===== src/rtl/proc_pkg.sv =====
// Shared constants for the simple processor control unit: opcodes,
// FSM state encoding and bus-select codes.
package proc_pkg;

    localparam logic [2:0] OP_MV  = 3'b000;
    localparam logic [2:0] OP_MVI = 3'b001;
    localparam logic [2:0] OP_ADD = 3'b010;
    localparam logic [2:0] OP_SUB = 3'b011;

    typedef enum logic [1:0] {
        T0 = 2'b00,
        T1 = 2'b01,
        T2 = 2'b10,
        T3 = 2'b11
    } state_t;

    localparam logic [3:0] SEL_G    = 4'd8;
    localparam logic [3:0] SEL_DIN  = 4'd9;
    localparam logic [3:0] SEL_NONE = 4'd15;

    // Bus-select code for general register R0-R7
    function automatic logic [3:0] reg_sel(input logic [2:0] idx);
        return {1'b0, idx};
    endfunction

endpackage


===== src/rtl/proc_control_dec3to8.sv =====
// 3-to-8 one-hot decoder with enable; drives the register load strobes.
module dec3to8 (
    input  logic       en,
    input  logic [2:0] idx,
    output logic [7:0] onehot
);

    // Raise exactly one bit for the addressed register, none when disabled
    always_comb begin
        onehot = 8'b0000_0000;
        if (en) begin
            case (idx)
                3'd0:    onehot = 8'b0000_0001;
                3'd1:    onehot = 8'b0000_0010;
                3'd2:    onehot = 8'b0000_0100;
                3'd3:    onehot = 8'b0000_1000;
                3'd4:    onehot = 8'b0001_0000;
                3'd5:    onehot = 8'b0010_0000;
                3'd6:    onehot = 8'b0100_0000;
                3'd7:    onehot = 8'b1000_0000;
                default: onehot = 8'b0000_0000;
            endcase
        end else begin
            onehot = 8'b0000_0000;
        end
    end

endmodule


===== src/rtl/proc_control.sv =====
// Control FSM for the 16-bit bus datapath. Fetches a 9-bit instruction
// from din[15:7] in T0 and sequences bus source / load enables through
// T1..T3. Outputs are decoded combinationally from state and IR.
module proc_control
    import proc_pkg::*;
#(
    parameter int word = 16
) (
    input  logic            clock,
    input  logic            reset,
    input  logic            run,
    input  logic [word-1:0] din,
    output logic [3:0]      select,
    output logic [7:0]      r_in,
    output logic            a_in,
    output logic            g_in,
    output logic            add_sub,
    output logic            ir_in,
    output logic            done
);

    state_t     state_r;
    state_t     state_next_s;
    logic [8:0] ir_r;
    logic [2:0] op_s;
    logic [2:0] x_s;
    logic [2:0] y_s;
    logic       r_en_s;
    logic       din_unused_s;

    // Low instruction bits carry nothing at fetch
    assign din_unused_s = ^din[word-10:0];

    assign op_s = ir_r[8:6];
    assign x_s  = ir_r[5:3];
    assign y_s  = ir_r[2:0];

    // Reset term keeps the strobe low while the FSM is being forced idle
    assign ir_in = run & (state_r == T0) & ~reset;

    // State register; reset aborts any instruction in flight
    always_ff @(posedge clock or posedge reset) begin
        if (reset) begin
            state_r <= T0;
        end else begin
            state_r <= state_next_s;
        end
    end

    // Instruction register, captured only on an accepted fetch
    always_ff @(posedge clock or posedge reset) begin
        if (reset) begin
            ir_r <= 9'd0;
        end else if (ir_in) begin
            ir_r <= din[word-1:word-9];
        end else begin
            ir_r <= ir_r;
        end
    end

    // Next-state and output decode from current state and IR fields
    always_comb begin
        state_next_s = state_r;
        select       = SEL_NONE;
        r_en_s       = 1'b0;
        a_in         = 1'b0;
        g_in         = 1'b0;
        add_sub      = 1'b0;
        done         = 1'b0;
        case (state_r)
            T0: begin
                if (run) begin
                    state_next_s = T1;
                end else begin
                    state_next_s = T0;
                end
            end
            T1: begin
                case (op_s)
                    OP_MV: begin
                        select       = reg_sel(y_s);
                        r_en_s       = 1'b1;
                        done         = 1'b1;
                        state_next_s = T0;
                    end
                    OP_MVI: begin
                        select       = SEL_DIN;
                        r_en_s       = 1'b1;
                        done         = 1'b1;
                        state_next_s = T0;
                    end
                    OP_ADD, OP_SUB: begin
                        select       = reg_sel(x_s);
                        a_in         = 1'b1;
                        state_next_s = T2;
                    end
                    default: begin
                        // Reserved opcodes retire as a one-cycle no-op
                        done         = 1'b1;
                        state_next_s = T0;
                    end
                endcase
            end
            T2: begin
                select       = reg_sel(y_s);
                g_in         = 1'b1;
                state_next_s = T3;
                if (op_s == OP_SUB) begin
                    add_sub = 1'b1;
                end else begin
                    add_sub = 1'b0;
                end
            end
            T3: begin
                select       = SEL_G;
                r_en_s       = 1'b1;
                done         = 1'b1;
                state_next_s = T0;
            end
            default: begin
                state_next_s = T0;
            end
        endcase
    end

    dec3to8 u_dec (
        .en     (r_en_s),
        .idx    (x_s),
        .onehot (r_in)
    );

endmodule


===== config.mk =====
export PLATFORM = sky130hd
export DESIGN_NAME = proc_control
export DESIGN_NICKNAME = d
export VERILOG_FILES = /design/src/rtl/proc_pkg.sv /design/src/rtl/proc_control_dec3to8.sv /design/src/rtl/proc_control.sv
export SDC_FILE = /design/constraint.sdc
export NUM_CORES = 1
export LEC_CHECK = 0
export ABC_AREA = 1
export ABC_CLOCK_PERIOD_IN_PS = 2400
export CORE_MARGIN = 2
export CORE_UTILIZATION = 39
export CTS_BUF_LIST = sky130_fd_sc_hd__clkbuf_4
export DETAILED_ROUTE_END_ITERATION = 16
export HOLD_SLACK_MARGIN = 0.08
export PLACE_DENSITY = 0.81
export SLEW_MARGIN = 20
export SYNTH_ARGS = -nofsm -noshare
export SYNTH_HDL_FRONTEND = slang
export SYNTH_SLANG_ARGS = --single-unit

===== constraint.sdc =====
create_clock -name clock -period 2.4 [get_ports clock]
set_clock_uncertainty 0.2 [all_clocks]
set_input_delay 0.72 -clock clock [delete_from_list [all_inputs] [get_ports clock]]
set_output_delay 0.72 -clock clock [all_outputs]
set_load 0.02 [all_outputs]

## Word-level counts from Yosys, hierarchy flattened

Memories as Yosys holds them, arrays and structs flattened.
Cells that the tools add are included.
W data, S select, Z words.

| storage, ports and cells | value |
|---|---|
| bits in latches | 0 |
| memory bits (read-only) | 64 |
| memory bits (writable) | 0 |
| register bits | 11 |
| memories | 1 |

Memories:

| memory | words | bits a word | rd ports | clocked after Yosys merged registers in | write ports | RTL line | text |
|---|---|---|---|---|---|---|---|
| (no name shown) | 8 | 8 | 1 | 0 | 0 | proc_control_dec3to8.sv:12 | `case (idx)` |

| cells by class | value |
|---|---|
| shifts and indexed selects | 0 |
| reductions and logical operators | 4 |
| div/mod/pow operators | 0 |
| $lt $le $gt $ge | 0 |
| equality and inequality tests | 6 |
| bitwise gates (word level) | 3 |
| $add $sub $neg | 0 |
| multiplexer cells | 15 |
| $mul | 0 |

Operators by type and width:

| operator | number |
|---|---|
| $pmux W4 S3 | 2 |
| $mux W1 | 8 |
| $mux W8 | 1 |
| $pmux W2 S4 | 1 |
| $eq A3 B2 Y1 const B | 2 |
| $eq A2 B2 Y1 const B | 2 |
| $pmux W1 S2 | 2 |
| $reduce_or A2 Y1 | 2 |
| $eq A3 B1 Y1 const B | 1 |
| $logic_not A3 Y1 | 1 |
| $and A1 B1 Y1 | 2 |
| $eq A2 B1 Y1 const B | 1 |
| $logic_not A2 Y1 | 1 |
| $mux W2 | 1 |
| $not A1 Y1 | 1 |

## Logic depth before layout (Yosys ltp)

| logic depth | value |
|---|---|
| word-level depth | 5 |
| gate-level depth with buffers | 6 |

## Cells and area by module

A second synthesis with hierarchy kept.

| second synthesis, totals | value |
|---|---|
| cells, all modules | 99 |
| area, all modules | 668.1 um^2 |

Modules (own cells, without submodules):

| module | cells each | area an instance (um^2) | times used |
|---|---|---|---|
| proc_control | 82 | 604.3 | 1 |
| dec3to8 | 17 | 63.8 | 1 |

## Worst setup path before layout

OpenSTA, ideal clock, no wires.

| timing path | value |
|---|---|
| kind | in2out |
| start point | in reset |
| end point | out ir_in |
| arrival | 1392 ps |
| path buffers | 1 |
| stages on the path | 4 |
| setup slack | 88 ps |
| data required time | 1480 ps |
| cells stage by stage | inv_1 nand3_2 inv_4 buf_8 |

| on the way | value |
|---|---|
| word-level cells in the longest chain between the ends | 2 |

Ends and longest elaborated chain:

| element | RTL line | text |
|---|---|---|
| start, declared | proc_control.sv:10 | `input logic reset,` |
| $not A1 Y1 | proc_control.sv:39 | `assign ir_in = run & (state_r == T0) & ~reset;` |
| $and A1 B1 Y1 | proc_control.sv:39 |  |
| end, declared | proc_control.sv:18 | `output logic ir_in,` |

No other way between the ends.

## Worst setup path in the final report

| timing path | value |
|---|---|
| start point | reg ir_r[8] |
| end point | out select[0] |

| on the way | value |
|---|---|
| word-level cells in the longest chain between the ends | 4 |
| elaborated cells between the ends (all ways) | 7 |

Ends and longest elaborated chain:

| element | RTL line | text |
|---|---|---|
| start, declared | proc_control.sv:24 | `logic [8:0] ir_r;` |
| start signal, assigned | proc_control.sv:55 | `ir_r <= din[word-1:word-9];` |
| start signal, assigned | proc_control.sv:57 | `ir_r <= ir_r;` |
| $eq A3 B2 Y1 | proc_control.sv:79 | `case (op_s)` |
| $reduce_or A2 Y1 | proc_control.sv:79 |  |
| $pmux W4 S3 * | proc_control.sv:79 |  |
| $pmux W4 S3 * | proc_control.sv:70 | `case (state_r)` |
| end, declared | proc_control.sv:13 | `output logic [3:0] select,` |

Mark *: on every way between the ends. The rest lies on a longest branch, timed or not.

==> summary.md <==
| Metric | Value |
|---|---|
| Critical path buffer and inverter count | 3 |
| Critical path's top delay family | buffers and inverters |
| Fin cells | approximately 150 |
| Int Pwr | 0.000668 W |
| RD Place Congestion | slightly below 0.8 |
| Simple-Gate Fraction of Synth Area | 31.6% |
| 1st-pass router iterations | 4 |
| #FFs+latches synth | 11 |
| Power share of the clock group | 10.0% |
| Worst-path clk slew | 0.08 ns |
| Kind of critical path | reg2out |
| Yosys warning count | 0 |
| Num CTS Buffers | 3 |
| Commonest non-fill, non-tap cell in the layout | nand2_1 |
| Die Span Y | ~45 µm |
| Largest family of logic cells by synthesized area | simple AND/OR/NAND/NOR gates |
| Vias per inst | ~5.0 |
| Worst hold slack | between 0.3 and 0.4 ns |
| Switching part of the total | approximately 50% |
| Starting Density | 42.0% |
| Storage cell area | 277 µm² |
| Number of port buffers | 28 |
| Final Hold Viols | 0 |
| GRT Residual Overflow | 0 |
| Tmin final | 2.38 ns |
| Net Count, Synth | 110 |
| Yosys cell types | 14 |
| Setup Viol. Count Final | 0 |
| Pin count of the biggest net entering global routing | 18 |
| Initial antenna violation count | 0 |
| DRT iter0 DRCs | 12 |
| DRC viols | 0 |
| Sequential share of the synthesized area | 43.0% |
| CP endpoint kind | primary output |
| Num Clock Sinks | 11 |
| Synth Area in Adders | 0% |
| Gate power share | 62.7% |
| Mapped Cells | around 90 |
| Crit path cell chain | buf_4 > inv_2 > nand3_1 > nand3_1 > nand2_1 > dlygate4sd2_1 |
| Largest stage delay, worst path | approximately 0.42 ns |
| Die Wd | 44.5 µm |
| Clk buf depth | 2 |
| # IOs | 36 |
| Total track usage | 20.8% |
| CP max-delay cell | dfrtp_1 |
| Share of cells above drive strength 1 | 30.1% |
| Setup TNS | 0 ns |
| Number of fill cells | around 140 |
| Area growth syn-to-layout | 55.7% |
| Met3 Track Usage GR | under 10% |
| Clk_lat worst skew | 0.28 ns |
| Most frequent cells in the layout | nand2_1, inv_1, buf_4 |
| Synthesized area | 641 µm² |
| Htree depth | 1 |
| Maximum vdd drop | 622 µV |
| Compound-Gate Fraction of Synth Area | 13.3% |
| Root Driver | clkbuf_4 |
| Sequential group share of total power | about 27% |
| Unrepaired setup endpoints after global routing | yes |
| Number of max-cap violations | 0 |
| Nets | 153 |
| Placed cell areas | 1010 µm² |
| Max-slew violation count | 0 |
| Avg Inst Size Synth | 7.04 µm² |
| Wire per inst | between 10 and 15 µm |
| Psw | between 0.0006 and 0.0007 W |
| Period utilisation layout | approximately 99% |
| Worst-margin pin slew | ~0.20 ns |
| Via count | 741 |
| Status | finished clean |
| Post-synthesis mux area share | 0% |
| Placed Cells | 145 |
| DP Wirelength | between 1000 and 1500 µm |
| Pleak | 0.526 nW |
| Grt met2 use | 31.3% |
| Routed Antenna Nets | 0 |
| Worst setup SP type | flip-flop |
| CTS tree | yes |
| First-pass GRT wire length | 2950 µm |
| Max-slew headroom | 86.6% |
| DRT Wirelength | 1770 µm |
| Post-Synth XOR/XNOR Area | 0% |
| Multi-input logic area | 308 µm² |
| Die Area | ~2000 µm² |
| Placement row count | 14 |
| Max Fclk | 0.420 GHz |
| Critical path arrival | 1.46 ns |
| Hold Crit Class | in2async |
| Top Usage Layer GRT | met2 |
| Core area | about 1500 µm² |
| Cts hold-fix bufs | 0 |
| PwrDens | around 1300 nW/µm² |
| Most frequent cell on the critical path | nand3_1 |
| Routing usage on met1 | 28.3% |
| Largest fanout on the critical path | 4 |
| Vias in the first global route | ~670 |
| Design Area, Final | 997 µm² |
| Worst path required time | 1.48 ns |
| Antenna diode count | 0 |
==> routing by layer <==
metal	wire, µm	up-vias
met5	0	-
met4	9	0
met3	82	2
met2	868	21
met1	811	338
li1	-	380
==> power by group through the flow <==
stage / sequential (W) / clock (W) / combinational, W
final: 0.000366 / 0.000134 / 0.000839
after CTS: 0.000360 / 0.000135 / 0.000859
after global placement: 0.000356 / 0 / 0.000878
after global routing: 0.000380 / 0.000145 / 0.000914
after detailed placement: 0.000362 / 0 / 0.000898
after floorplan: 0.000356 / 0 / 0.000481
==> Yosys cell counts <==
master   count  area (µm²)
nand2_1     23        86.3
nand3_1      6        30.0
dfrtp_1     11         275
a21oi_1      5        25.0
nor3_1       9        45.0
buf_8        1        15.0
nand3_2      1        10.0
o21ai_0      4        20.0
nor2_1       5        18.8
inv_4        1        6.26
nand2_2      1        6.26
nor2_2       1        6.26
inv_1       15        56.3
o21ai_1      8        40.0
==> worst reg2reg max path, cell delays in order, from the launching register on <==
cell and delay [ns]:
dfrtp_1 0.40, buf_4 0.15, nor2_2 0.17, nand3_4 0.11, inv_4 0.06, buf_4 0.19
nand2_1 0.07, o21ai_1 0.07
==> timing repair <==
item,CTS,global route
setup buffers,0,0
hold endpoints to repair,0,0
cloned,0,0
endpoints found under the setup margin,17,16
gates resized for setup,55,22
==> final timing paths <==
path	slack, ns	to	cells past startpoint	from
max in group asynchronous	1.53	state_r[0]	3	reset
hold reg to reg	0.38	ir_r[1]	2	ir_r[1]
setup / recovery	0.02	select[0]	6	ir_r[8]
hold / removal	0.31	ir_r[7]	3	reset
setup reg to reg	0.89	ir_r[5]	7	flip-flop
min in group clock	0.38	ir_r[1]	2	ir_r[1]
==> per-stage QoR <==
step / util (%) / power [W] / setup WS, ns
finish: 65.4 / 0.00134 / 0.0203
global route: 65.4 / 0.00144 / -0.0720
CTS: 68.5 / 0.00135 / -0.0576
detailed placement: 66.2 / 0.00126 / -0.536
global placement: 66.2 / 0.00123 / -0.511
floorplan: - / 0.000837 / 0.0875
==> state kept, by name (all words and copies together), names as in the netlist, named ones only <==
| register | cells |
|---|---|
| ir_r | 9 |
| state_r | 1 |
==> logic make-up (layout without fill, tap and decap cells) <==
family,count (synthesis),in the layout
AO/OA/AOI/OAI,17,17
flip-flops,11,11
buffers and inverters,17,59
AND/OR/NAND/NOR,46,46
==> cell type report <==
cell class / instances / share of cell area (%)
multi-input combinational: 63 / 30.9
timing repair buffer: 39 / 30.4
sequential: 11 / 27.7
inverter: 16 / 6.27
clock buffer: 3 / 2.26
tap: 16 / 2.01
clock inverter: 1 / 0.502
(Power assumes the default switching activity.)
